**config.mk**
```make
export PLATFORM = sky130hd
export DESIGN_NAME = bit_framer
export DESIGN_NICKNAME = d
export VERILOG_FILES = /design/src/rtl/bit_framer_pkg.sv /design/src/rtl/bit_framer_piso8.sv /design/src/rtl/bit_framer.sv
export SDC_FILE = /design/constraint.sdc
export NUM_CORES = 1
export LEC_CHECK = 0
export CORE_MARGIN = 5
export CORE_UTILIZATION = 40
export DETAILED_ROUTE_END_ITERATION = 6
export GPL_TIMING_DRIVEN = 1
export SETUP_SLACK_MARGIN = 0.4
export SLEW_MARGIN = 20
export SYNTH_ARGS = -nofsm -noshare
export SYNTH_HDL_FRONTEND = slang
export SYNTH_HIERARCHICAL = 1
export SYNTH_SLANG_ARGS = --single-unit
```
**constraint.sdc**
```tcl
create_clock -name CLK -period 6.6 [get_ports CLK]
set_input_delay 0.99 -clock CLK [delete_from_list [all_inputs] [get_ports CLK]]
set_output_delay 0.99 -clock CLK [all_outputs]
set_load 0.02 [all_outputs]
```
**src/rtl/bit_framer_pkg.sv**
```systemverilog
// Shared types and constants for the bit framer.
package bit_framer_pkg;

   localparam int unsigned PRE_LEN_DEF   = 16;
   localparam logic [7:0]  SYNC_WORD_DEF = 8'hA7;
   localparam int unsigned BYTE_W        = 8;
   localparam int unsigned LEN_W         = 8;
   localparam int unsigned PRE_CNT_W     = 7;

   typedef enum logic [2:0] {
      ST_IDLE,
      ST_PRE,
      ST_SYNC,
      ST_LEN,
      ST_PAY
   } state_e;

endpackage

```
**src/rtl/bit_framer_piso8.sv**
```systemverilog
// 8-bit load/shift serialiser, MSB first, with bit index and last-bit flag.
module piso8
   import bit_framer_pkg::*;
(
   input  logic              clk_i,
   input  logic              rst_ni,
   input  logic              load_i,
   input  logic              shift_i,
   input  logic [BYTE_W-1:0] din_i,
   output logic              bit_o,
   output logic              last_o,
   output logic              full_o
);

   logic [BYTE_W-1:0] sh_q, sh_d;
   logic [2:0]        idx_q, idx_d;
   logic              full_q, full_d;

   always_ff @(posedge clk_i or negedge rst_ni) begin
      if (!rst_ni) begin
         sh_q   <= '0;
         idx_q  <= '0;
         full_q <= 1'b0;
      end else begin
         sh_q   <= sh_d;
         idx_q  <= idx_d;
         full_q <= full_d;
      end
   end

   // When empty, a load with shift consumes din_i[7] directly so the first bit costs no cycle.
   always_comb begin
      sh_d   = sh_q;
      idx_d  = idx_q;
      full_d = full_q;
      if (full_q && shift_i) begin
         if (idx_q == 3'd7) begin
            if (load_i) begin
               sh_d  = din_i;
               idx_d = '0;
            end else begin
               full_d = 1'b0;
            end
         end else begin
            sh_d  = {sh_q[BYTE_W-2:0], 1'b0};
            idx_d = idx_q + 3'd1;
         end
      end else if (!full_q && load_i) begin
         full_d = 1'b1;
         if (shift_i) begin
            sh_d  = {din_i[BYTE_W-2:0], 1'b0};
            idx_d = 3'd1;
         end else begin
            sh_d  = din_i;
            idx_d = '0;
         end
      end
   end

   assign bit_o  = full_q ? sh_q[BYTE_W-1] : din_i[BYTE_W-1];
   assign last_o = full_q && (idx_q == 3'd7);
   assign full_o = full_q;

endmodule

```
**src/rtl/bit_framer.sv**
```systemverilog
// Serial frame generator: preamble, sync byte, length byte, payload bytes (MSB first).
module bit_framer
   import bit_framer_pkg::*;
#(
   parameter int unsigned PRE_LEN   = PRE_LEN_DEF,
   parameter logic [7:0]  SYNC_WORD = SYNC_WORD_DEF
) (
   input  logic              CLK,
   input  logic              RST,
   input  logic              start_i,
   input  logic [LEN_W-1:0]  len_i,
   input  logic              byte_valid_i,
   input  logic [BYTE_W-1:0] byte_i,
   output logic              byte_ready_o,
   output logic              valid_o,
   output logic              data_o,
   output logic              busy_o,
   output logic              done_o
);

   localparam logic [PRE_CNT_W-1:0] PRE_LAST = PRE_CNT_W'(PRE_LEN - 1);

   state_e                state_q, state_d;
   logic [PRE_CNT_W-1:0]  pre_cnt_q, pre_cnt_d;
   logic [LEN_W-1:0]      cnt_q, cnt_d;
   logic                  busy_q, busy_d;
   logic                  done_q, done_d;
   logic                  valid_q, valid_d;
   logic                  data_q, data_d;

   logic                  emit, ready, take;
   logic                  p_load, p_shift, p_bit, p_last, p_full;
   logic [BYTE_W-1:0]     p_din;

   piso8 u_piso (
      .clk_i   (CLK),
      .rst_ni  (RST),
      .load_i  (p_load),
      .shift_i (p_shift),
      .din_i   (p_din),
      .bit_o   (p_bit),
      .last_o  (p_last),
      .full_o  (p_full)
   );

   always_ff @(posedge CLK or negedge RST) begin
      if (!RST) begin
         state_q   <= ST_IDLE;
         pre_cnt_q <= '0;
         cnt_q     <= '0;
         busy_q    <= 1'b0;
         done_q    <= 1'b0;
         valid_q   <= 1'b0;
         data_q    <= 1'b0;
      end else begin
         state_q   <= state_d;
         pre_cnt_q <= pre_cnt_d;
         cnt_q     <= cnt_d;
         busy_q    <= busy_d;
         done_q    <= done_d;
         valid_q   <= valid_d;
         data_q    <= data_d;
      end
   end

   // IDLE with busy still set is the cycle showing the last bit; done follows it.
   always_comb begin
      state_d   = state_q;
      pre_cnt_d = pre_cnt_q;
      cnt_d     = cnt_q;
      busy_d    = busy_q;
      done_d    = 1'b0;
      unique case (state_q)
         ST_IDLE: begin
            if (busy_q) begin
               busy_d = 1'b0;
               done_d = 1'b1;
            end else if (start_i && !done_q) begin
               state_d   = ST_PRE;
               pre_cnt_d = '0;
               cnt_d     = len_i;
               busy_d    = 1'b1;
            end
         end
         ST_PRE: begin
            pre_cnt_d = pre_cnt_q + PRE_CNT_W'(1);
            if (pre_cnt_q == PRE_LAST) state_d = ST_SYNC;
         end
         ST_SYNC: begin
            if (p_last) state_d = ST_LEN;
         end
         ST_LEN: begin
            if (p_last) state_d = (cnt_q == '0) ? ST_IDLE : ST_PAY;
         end
         ST_PAY: begin
            if (take) cnt_d = cnt_q - LEN_W'(1);
            if (p_last && (cnt_q == '0)) state_d = ST_IDLE;
         end
         default: state_d = ST_IDLE;
      endcase
   end

   always_comb begin
      p_din = byte_i;
      case (state_q)
         ST_PRE:  p_din = SYNC_WORD;
         ST_SYNC: p_din = cnt_q;
         default: p_din = byte_i;
      endcase
   end

   always_comb begin
      emit    = 1'b0;
      ready   = 1'b0;
      take    = 1'b0;
      p_load  = 1'b0;
      p_shift = 1'b0;
      data_d  = data_q;
      unique case (state_q)
         ST_PRE: begin
            emit   = 1'b1;
            data_d = ~pre_cnt_q[0];
            p_load = (pre_cnt_q == PRE_LAST);
         end
         ST_SYNC: begin
            emit    = 1'b1;
            p_shift = 1'b1;
            p_load  = p_last;
            data_d  = p_bit;
         end
         ST_LEN: begin
            emit    = 1'b1;
            p_shift = 1'b1;
            data_d  = p_bit;
         end
         ST_PAY: begin
            ready   = (cnt_q != '0) && (!p_full || p_last);
            take    = ready && byte_valid_i;
            emit    = p_full || take;
            p_shift = emit;
            p_load  = take;
            if (emit) data_d = p_bit;
         end
         default: ;
      endcase
      valid_d = emit;
   end

   assign byte_ready_o = ready;
   assign valid_o      = valid_q;
   assign data_o       = data_q;
   assign busy_o       = busy_q;
   assign done_o       = done_q;

endmodule

```
Yosys cells after proc, flatten, opt, wreduce, memory -nomap -nowiden
Cells that the tools add are included.
W data, S select, Z words.
- output and inout bits: 5
- input bits: 20
- bits in registers: 34
- reductions and logical operators: 26
- equal/unequal tests: 17
- add/subtract/negate cells: 3
- bitwise operators: 1
- mux-type cells: 42
- operators by type and width (cell ; number):
    $mux W8 ; 8
    $mux W3 ; 11
    $pmux W8 S2 ; 2
    $ne A2 B2 Y1 const B ; 10
    $pmux W3 S5 ; 1
    $mux W7 ; 2
    $pmux W7 S2 ; 1
    $mux W1 ; 13
    $logic_not A8 Y1 ; 1
    $reduce_bool A8 Y1 ; 1
    $sub A8 B1 Y8 const B ; 1
    $add A7 B1 Y7 const B ; 1
    $eq A7 B4 Y1 const B ; 1
    $logic_and A1 B1 Y1 ; 7
    $eq A3 B2 Y1 const B ; 2
    $eq A3 B3 Y1 const B ; 2
    $pmux W1 S3 ; 2
    $reduce_and A3 Y1 ; 2
    $reduce_and A6 Y1 ; 1
    $reduce_bool A2 Y1 ; 3
    $pmux W1 S2 ; 2
    $reduce_and A2 Y1 ; 2
    $reduce_and A4 Y1 ; 1
    $add A3 B1 Y3 const B ; 1
    other kinds (9) ; 11

Logic depth before layout (Yosys ltp)
- word-level depth: 10
- depth in mapped cells: 12
- depth with buffers taken out: 11

Hierarchy
The synthesis kept the hierarchy.
- by module, submodules not included (module ; instances ; area an instance (um^2) ; cells an instance ; sequential area each (um^2)):
    bit_framer ; 1 ; 1524.0 ; 178 ; 550.5
    piso8 ; 1 ; 825.8 ; 86 ; 300.3

Worst setup path before layout
OpenSTA, ideal clock, no wires.
- path kind: register to register
- start: register u_piso.idx_q[0]
- end: register u_piso.idx_q[1]
- path slack: 3996 ps
- period minus slack after synthesis: 2604 ps
- setup time: 121 ps
- arrival: 2483 ps
- cell stages (with the launch flop): 13
- buffers on the path: 2
- cell sequence: dfrtp_1 > ha_1 > ha_1 > nand2_1 > inv_1 > nor2b_1 > a211oi_4 > and2_1 > buf_4 > o21bai_1 > buf_2 > nor2_1 > a22o_1
- elaborated cells on any way between the ends: 16
- those cells by class: 1 x add/sub; 2 x eq/ne; 4 x mux; 9 x reduce/logical
- RTL lines (what ; line ; text):
    start, declared ; bit_framer_piso8.sv:16 ; logic [2:0] idx_q, idx_d;
    start signal, assigned ; bit_framer_piso8.sv:26 ; idx_q <= idx_d;
    $eq A3 B3 Y1 * ; bit_framer_piso8.sv:61 ; assign last_o = full_q && (idx_q == 3'd7);
    $logic_and A1 B1 Y1 * ; bit_framer_piso8.sv:61 ;
    net p_last ; bit_framer.sv:32 ; logic p_load, p_shift, p_bit, p_last, p_full;
    $logic_or A1 B1 Y1 ; bit_framer.sv:137 ; ready = (cnt_q != '0) && (!p_full || p_last);
    $logic_and A1 B1 Y1 ; bit_framer.sv:137 ;
    $logic_and A1 B1 Y1 ; bit_framer.sv:138 ; take = ready && byte_valid_i;
    $pmux W1 S3 * ; bit_framer.sv:119 ; unique case (state_q)
    net p_load ; bit_framer.sv:32 ;
    $logic_and A1 B1 Y1 ; bit_framer_piso8.sv:48 ; end else if (!full_q && load_i) begin
    $reduce_bool A2 Y1 (no line) ; - ;
    $reduce_and A2 Y1 (no line) * ; - ;
The timed path passes the listed nets; every way through them passes the cells marked *.
A chain may end at the register's enable or synchronous reset.

Worst setup path in the final report
- start: register state_q[1]
- end: output port byte_ready_o
- cells in the longest elaborated chain, start to end: 2
- ends and longest elaborated chain (what ; line ; text):
    start, declared ; bit_framer.sv:23 ; state_e state_q, state_d;
    start signal, assigned ; bit_framer.sv:56 ; state_q <= state_d;
    $eq A3 B3 Y1 ; bit_framer.sv:119 ;
    $mux W1 ; bit_framer.sv:119 ;
    end, declared ; bit_framer.sv:14 ; output logic byte_ready_o,
Every way passes these cells.

==> summary.txt <==
Status
  • Status: finished, final reports clean

Routing
  • Remaining antenna violation count after routing: 0
  • DR vias: 2000
  • Final wirelength: 5.46 mm
  • DRT Pass-1 Iters: 4
  • Initial DRC Count: 101
  • # DRC: 0
  • Routed vias/inst: 5.65
  • Wire length per cell: 15.4 µm

Timing
  • Tcrit/Tclk final: 0.541
  • Final hold vios: 0
  • Fmax: 280 MHz
  • Final hold slack: 0.491 ns
  • Minimum clock period: 3.57 ns
  • Final Max Slew Viols: 0
  • Setup TNS: 0 ns
  • Final Setup Violations: 0
  • Final worst setup slack: 3.03 ns
  • Actual slew at the worst max-slew pin: 0.737 ns
  • RSZ-0062 raised after global routing: no
  • Relative slew slack: 0.508
  • Clock Skew: 0.00654 ns

Final layout
  • # fillers: 585
  • Register area: 851 µm²
  • Post-layout util: 0.466
  • Antenna cells: 0
  • Layout Area Growth over Synthesis: 15.2%
  • Area occupied by multi-input gates: 1370 µm²
  • Proportion of layout cells with a drive suffix above 1: 0.0753
  • Fin nets: 303

Placed design
  • HPWL after DPL: 3.90 mm
  • Setup slack at placement: 3.09 ns
  • Gp weighted congestion: 0.779
  • I/O Buffers: 24

Flow run
  • Max-cap violations: 0

Power and ir drop
  • Leakage power: 1.08 nW
  • Pwr Density: 443 nW/µm²
  • Worst vdd ir: 0.186 mV
  • Power, Total: 0.00120 W

Global route
  • Gr ovfl total: 0
  • Global-route wire length before repair: 9.37 mm
  • Number of antenna violations at the first check in global routing: 0
  • Vias in the first global route: 1904
  • GRT Util Overall: 0.159
  • Largest net degree at the start of global routing: 35

Logic synthesis
  • Gate Count Post-Synth: 264
  • Simple-Gate Fraction of Synth Area: 0.202
  • Most frequent cell after synthesis: dfrtp_1
  • Mux cell area share after synthesis: 0.0335
  • Combinational family with the most area after synthesis: compound AO/OA/AOI/OAI gates
  • Commonest cells post-synth: dfrtp_1 (34), nand2_1 (23), nor2_1 (22)
  • Syn Area/Cell: 8.90 µm²
  • Synth top area share: 0.362
  • Async S/R FF share, synth: 1.00
  • Post-synth cell types: 53
  • Post-Syn Area: 2350 µm²
  • Sequential share of the synthesized area: 0.362
  • Area contributors post-synth: dfrtp_1 (36%), o221ai_1 (4.5%), nand2_1 (3.7%)
  • Top FF cell, synth: dfrtp_1
  • Number of flops mapped to enable cells by yosys: 0
  • Synth warn: 6
  • Adder-cell share of the synthesized area: 0.0266
  • Post-synthesis compound-gate area fraction: 0.303
  • Synth Net Count: 289
  • Dominant cell type by area after synthesis: dfrtp_1
  • XOR/XNOR Fraction of Synth Area: 0.0149
  • Flops & latches, synth: 34

Critical path
  • Worst flop-to-flop path startpoint: cnt_q[0]$_DFFE_PN0P_
  • WP data required: 5.61 ns
  • Crit-path leading delay family: simple AND/OR/NAND/NOR gates
  • Flop2flop setup slack: 3.48 ns
  • CP Capture Type: output pin
  • Crit Path Class: flip-flop to output pin
  • CP arrival: 2.58 ns
  • Crit path largest cell delay: 0.69 ns
  • Worst Setup SP: state_q[1]$_DFFE_PN0P_
  • Worst path buffer plus inverter count: 1
  • Critical Path Source Type: flip-flop
  • Critical Path Fanout Max: 22
  • Critical path cell sequence: or3b_1, a211oi_4, clkdlybuf4s50_1
  • Max stage delay cell, worst path: or3b_1

Clock tree
  • Clock-pin slew of the registers on the worst-case setup and hold paths: 0.07 ns
  • Clk Latency, worst-skew pair: 0.29 ns
  • Post-CTS setup buffers: 0
  • Clk buf depth: 2
  • CTS H-tree lvls: 2
  • Hold-fix buffers, CTS: 0
  • Total CTS buffers: 5
  • Root buf cell: clkbuf_8
  • Post-CTS Resized: 0
  • CTS tree: yes
  • CTS sink count: 34

Die
  • Die Footprint: 7510 µm²
  • Placeable core area: 5820 µm²
  • Die Ht: 86.6 µm
  • Rows: 28
  • Total I/O pin count: 25
  • Starting density of the core: 0.404
  • Die width: 86.6 µm

Worst hold path
  • Worst Hold Launch: u_piso/sh_q[3]$_DFFE_PN0P_
  • Type of the worst min-delay path: flip-flop to flip-flop
[layout make-up]
type / instances / share of cell area
timing repair buffer: 26 / 0.0943
clock buffer: 6 / 0.0305
sequential: 34 / 0.314
multi-input combinational: 199 / 0.505
clock inverter: 2 / 0.00462
tap: 75 / 0.0347
inverter: 12 / 0.0166
[metal layers]
| layer | wire length (µm) | global-route usage | up-vias | share of wire |
|---|---|---|---|---|
| met5 | 0 | 0 | - | 0 |
| met4 | 60 | 0.0453 | 0 | 0.011 |
| met3 | 238 | 0.0409 | 7 | 0.044 |
| met2 | 2500 | 0.243 | 34 | 0.46 |
| met1 | 2650 | 0.221 | 952 | 0.49 |
| li1 | - | - | 1007 | - |
[cell usage in the layout (no fill, tap or decap), types with 6 or more instances in the layout]
master / instances
o22ai_1: 6
o21ai_0: 7
clkdlybuf4s50_1: 24
o2bb2ai_1: 7
o221ai_1: 12
nor2_1: 22
o21a_1: 8
dfrtp_1: 34
nand2_1: 23
a21oi_1: 12
nor3b_1: 7
inv_1: 12
nor3_1: 7
o22a_1: 8
nand2b_1: 6
clkbuf_8: 6
[report_power, final]
group / switching (W) / internal [W]
Clock: 0.0000774 / 0.0000838
Sequential: 0.000131 / 0.000304
Combinational: 0.000319 / 0.000284
[final timing paths]
check                                             end  cells past startpoint
min in group asynchronous    pre_cnt_q[2]$_DFFE_PN0P_                      2
max in group asynchronous  u_piso/sh_q[0]$_DFFE_PN0P_                      2
max reg2reg                u_piso/sh_q[0]$_DFFE_PN0P_                      9
min                        u_piso/sh_q[3]$_DFFE_PN0P_                      1
max                                      byte_ready_o                      3
min reg2reg                u_piso/sh_q[3]$_DFFE_PN0P_                      1
[cell families (layout without fill, tap and decap cells)]
| family | count (synthesis) | after routing |
|---|---|---|
| multiplexers | 7 | 7 |
| buffers and inverters | 31 | 46 |
| AND/OR/NAND/NOR | 91 | 91 |
| adder cells (fa/ha/maj) | 5 | 5 |
| XOR/XNOR | 4 | 4 |
| AO/OA/AOI/OAI | 92 | 92 |
| flip-flops | 34 | 34 |
[through the flow]
step	std cells	instance area [µm²]
floorplan	264	2350
global placement	346	2610
detailed placement	346	2610
CTS	354	2700
global route	354	2710
finish	354	2710
[state kept, by name, indices dropped and copies added, names as in the netlist]
register	count
cnt_q	8
valid_o	1
u_piso/idx_q	3
busy_o	1
u_piso/full_o	1
pre_cnt_q	7
state_q	3
u_piso/sh_q	8
done_o	1
data_o	1
[worst reg2reg max path, stage by stage, from the launching register on]
cell and delay (ns):
dfrtp_1 0.39, inv_1 0.12, ha_1 0.20, nor4b_2 0.37, a21boi_0 0.15, o21ai_0 0.38, nand2_1 0.42, nand2b_1 0.42
o21ai_4 0.22, mux2_4 0.33
(Power assumes the default switching activity.)
==> patch 1 (config.mk and constraints unchanged) <==
Reset style: synchronous (`RST` and `rst_ni`), changed in 2 clocked blocks.
--- a/src/rtl/bit_framer_piso8.sv
+++ b/src/rtl/bit_framer_piso8.sv
@@ -18,3 +18,3 @@
 
-   always_ff @(posedge clk_i or negedge rst_ni) begin
+   always_ff @(posedge clk_i) begin
       if (!rst_ni) begin
--- a/src/rtl/bit_framer.sv
+++ b/src/rtl/bit_framer.sv
@@ -45,3 +45,3 @@
 
-   always_ff @(posedge CLK or negedge RST) begin
+   always_ff @(posedge CLK) begin
       if (!RST) begin
Check against the original RTL: differs if RST is asserted again (counterexample within 4 cycles, from zero or initial values and one cycle with RST low); with RST held inactive, the same outputs for 10 cycles.
==> patch 1 against the unedited design <==
  * Routed wire length rose by 2.8%
  * Synthesized cell count rose by 4.9%
  * Final area fell by 4.9%
  * Synthesized area fell by 5.5%
  * Sequential cell count did not move
  * Non-clock buffer count fell by 1
  * Setup slack improved by 0.14 ns
  * Critical endpoint unchanged
  * Largest cell class unchanged
Power is not compared: it rests on default switching activity, and its combinational part moved more than twofold at a synthesized area within 25%.
==> patch 1: results (changes against the unedited design) <==
worst-path fanout max -> 18 (-18%)
Register Area -> 681 um^2 (-20%)
Critical Path Slowest Stage Cell -> dfxtp_1
clock-cell share of area -> 0.0355 (+0.000368)
layout filler cell count -> 536 (-8.4%)
share of cells above drive strength 1 -> 0.0782 (+0.00296)
Netlist cell types -> 61 (+15%)
first-pass GRT wire length -> 9550 um (+1.9%)
Seq/total area -> 0.264 (-0.0498)
Compound-Gate Fraction of Synth Area -> 0.308 (+0.00519)
Post-synth ARST share -> 0 (-1.00)
Critical Path Max Stage Delay -> 0.75 ns (+0.06 ns)
Final Net Count -> 319 (+5.3%)
Synth Area in XOR/XNOR -> 0.0197 (+0.00481)
pre-CTS WS -> 3.25 ns (+0.159 ns)
DR WL met2 -> 2670 um (+6.5%)
status -> complete, no violations
non-clock buffer count -> 25 (-3.8%)
seq_cells -> 34 (unchanged)
Adder-Cell Fraction of Synth Area -> 0.0338 (+0.00718)
commonest cells in the netlist -> 34 x dfxtp_1, 22 x nand2_1, 21 x a21oi_1
largest net degree at the start of global routing -> 25 (-29%)
Core Util, Final -> 0.473 (+0.00762)
M1 WL -> 2670 um (+0.60%)
non-clk buf share -> 0.0963 (+0.00199)
Synth Flop Type -> dfxtp_1
[patch 1: changes by cell type after synthesis, sizes merged, moves of 5 or more]
cell	delta
a21oi	+8
dfrtp	-34
dfxtp	+34
nor2b	+6
o21a	-8
o21ai	+8
o221ai	-6
o22a	-8
o22ai	+9
o2bb2ai	-7
o32ai	+5
[patch 1: through the flow]
| stage | instances | total power [mW] |
|---|---|---|
| 6_report | 366 | 0.511 |
| 5_1_grt | 366 | 0.540 |
| 3_5_place_dp | 358 | 0.357 |
| 2_1_floorplan | 277 | 0.320 |
| 4_1_cts | 366 | 0.517 |
| 3_3_place_gp | 358 | 0.358 |
[patch 1: final timing paths]
check / slack, ns / end / cells past startpoint / from
max: 3.17 / byte_ready_o / 4 / u_piso/full_o
max reg2reg: 3.60 / u_piso/sh_q[2] / 7 / state_q[2]
min: 0.47 / u_piso/sh_q[0] / 2 / u_piso/sh_q[0]
min reg2reg: 0.47 / u_piso/sh_q[0] / 2 / u_piso/sh_q[0]
[patch 1: critical path: cells and delay by family (launching register included)]
| kind | cells | cell delay (ns) |
|---|---|---|
| simple gates | 3 | 0.80 |
| buf+inv | 1 | 0.60 |
| flops | 1 | 0.75 |
[patch 1: layer usage]
layer,GRT usage,up-vias
met4,0.0460,0
met5,0,-
met3,0.0343,8
met2,0.258,36
met1,0.216,952
li1,-,1075
[patch 1: cells by family (layout without fill, tap and decap cells)]
kind of cell	Yosys count	in the layout
fa+ha+maj	6	6
simple gates	100	100
flops	34	34
xor+xnor	5	5
mux	4	4
compound gates	97	97
buf+inv	31	48
[patch 1: power breakdown]
group,total (mW),switching [mW],internal (mW)
clock,0.158,0.0737,0.0841
combinational,0.118,0.0632,0.0548
sequential,0.235,0.0194,0.216
==> patch 2 (same settings) <==
Without the edit above. Set the package constant `PRE_LEN_DEF` to 8 (it was 16).
--- a/src/rtl/bit_framer_pkg.sv
+++ b/src/rtl/bit_framer_pkg.sv
@@ -3,3 +3,3 @@
 
-   localparam int unsigned PRE_LEN_DEF   = 16;
+   localparam int unsigned PRE_LEN_DEF   = 8;
    localparam logic [7:0]  SYNC_WORD_DEF = 8'hA7;
Check against the original RTL: same outputs for any inputs over 10 cycles, from zero or initial values and one cycle with RST low; that may be too few to reach the edited logic, so the function may still have changed.
==> patch 2 against the unedited design <==
  * Final area decreased by 0.37%
  * Combinational power is 40% lower
  * Clock skew about the same
  * Non-clock buffer count did not move
  * Sequential cell count stayed put
  * First-iteration DRC count grew 32%
  * Synthesized area decreased by 0.69%
  * Total power fell by 30%
  * Routed wire length is 1.8% higher
  * Via count hardly changed
  * Setup slack gained 0.081 ns
  * Critical path type unchanged
==> patch 2: results (changes against the unedited design) <==
status -> complete, no violations
IO buf count -> 24 (unchanged)
Netlist cell types -> 54 (+1.9%)
# Post-CTS Setup Buffers -> 0 (unchanged)
Internal -> 0.525 mW (-22%)
H-Tree Depth -> 2 (unchanged)
Pleak -> 1.10 nW (+2.4%)
clk_lat worst skew -> 0.29 ns (about the same)
worst hold path class -> reg2reg
RePlAce Congestion -> 0.815 (+4.5%)
Non-Filler Instances -> 348 (-1.7%)
Critical Path Slowest Stage Cell -> dfrtp_1
synth warn -> 6 (unchanged)
Critical Path Max Stage Delay -> 0.85 ns (+0.16 ns)
Top Registers -> cnt_q: 8 flops, u_piso/sh_q: 8 flops, pre_cnt_q: 7 flops
cell count after placement -> 340 (-1.7%)
Max-slew headroom -> 0.436 (-0.0725)
TritonCTS Buffers -> 5 (unchanged)
Peak supply drop -> 0.000140 V (-25%)
ranking of synthesized cells by area -> dfrtp_1 36%, nor2_1 4.7%, o221ai_1 4.5%
Total GRT Usage -> 0.162 (+0.00336)
commonest cells in the netlist -> 34 x dfrtp_1, 29 x nor2_1, 22 x nand2_1
layout filler cell count -> 543 (-7.2%)
CTS max path bufs -> 2 (unchanged)
worst-path fanout max -> 27 (+23%)
Seq/Total Area, Yosys -> 0.365 (+0.00252)
post-synthesis cell count -> 260 (-1.5%)
initial antenna violation count -> 0 (unchanged)
First DRT Iteration DRCs -> 133 (+32%)
Synth Flop Type -> dfrtp_1
WL final -> 5560 um (+1.8%)
first-pass GRT wire length -> 9770 um (+4.3%)
Final Skew -> 0.00691 ns (+0.000363 ns)
post_cts resized -> 0 (unchanged)
Vias per Instance -> 5.74 (+1.7%)
Worst-path clk slew -> 0.07 ns (about the same)
Pre-antenna DRT Iters -> 4 (unchanged)
antenna diode count -> 0 (unchanged)
R2R Setup Slk -> 3.25 ns (-0.23 ns)
fmax -> 0.287 GHz (+2.3%)
syn_nets -> 285 (-1.4%)
vias in the first global route -> 1938 (+1.8%)
hpwl dp -> 3940 um (+1.1%)
worst path arrival time -> 2.50 ns (-0.08 ns)
Placed Area -> 2600 um^2 (-0.48%)
Final Net Count -> 300 (-0.99%)
largest net degree at the start of global routing -> 35 (unchanged)
share of cells above drive strength 1 -> 0.0870 (+0.0117)
WHS -> 0.494 ns (+0.00329 ns)
Post-synth ARST share -> 1.00 (unchanged)
CTS root buf -> clkbuf_8
## patch 2: cell families (layout without fill, tap and decap cells)
kind of cell | after synthesis | in the layout | synth area share
AND/OR/NAND/NOR | 92 | 92 | 0.201
AO/OA/AOI/OAI | 88 | 88 | 0.301
flip-flops | 34 | 34 | 0.365
buffers and inverters | 29 | 45 | 0.0531
multiplexers | 7 | 7 | 0.0354
adder cells (fa/ha/maj) | 5 | 5 | 0.0268
XOR/XNOR | 5 | 5 | 0.0188
## patch 2: path summary, 6_finish.rpt
path                                     start             end  cells after the start
worst max-delay path             u_piso/full_o    byte_ready_o                      5
worst min-delay path            u_piso/sh_q[4]  u_piso/sh_q[4]                      1
worst max register to register        cnt_q[0]  u_piso/sh_q[0]                      9
worst min register to register  u_piso/sh_q[4]  u_piso/sh_q[4]                      1
max in group asynchronous                  RST  u_piso/sh_q[3]                      2
min in group asynchronous                  RST        cnt_q[4]                      2
## patch 2: layout make-up
cell class | count | area (um^2) | area share
well taps | 72 | 90.1 | 0.0334
flip-flops and latches | 34 | 851 | 0.315
multi-input cells | 197 | 1370 | 0.506
clock inverters | 2 | 12.5 | 0.00464
repair buffers | 26 | 255 | 0.0946
clock buffers | 6 | 82.6 | 0.0306
inverters | 11 | 41.3 | 0.0153
## patch 2: power by group through the flow
stage                     clock [mW]  combinational [mW]  sequential [mW]
final                          0.163               0.363            0.317
after global routing           0.179               0.410            0.328
after CTS                      0.170               0.365            0.316
after detailed placement           0               0.362            0.320
after global placement             0               0.365            0.320
after floorplan                    0               0.302            0.299
## patch 2: through the flow
| stage | util | total power [mW] |
|---|---|---|
| floorplan | - | 0.601 |
| global placement | 0.466 | 0.685 |
| detailed placement | 0.466 | 0.682 |
| CTS | 0.483 | 0.851 |
| global route | 0.484 | 0.917 |
| finish | 0.484 | 0.842 |
## patch 2: layer usage
| metal | GRT usage | wire length, um | share of wire |
|---|---|---|---|
| met5 | 0 | 0 | 0 |
| met4 | 0.0439 | 51 | 0.0092 |
| met3 | 0.0361 | 261 | 0.047 |
| met2 | 0.241 | 2470 | 0.44 |
| met1 | 0.236 | 2770 | 0.50 |
## patch 2: critical path: cells and delay by family (launching register included)
family / cells / cell delay, ns
compound gates: 1 / 0.21
flops: 1 / 0.85
simple gates: 2 / 0.34
buf+inv: 2 / 0.81
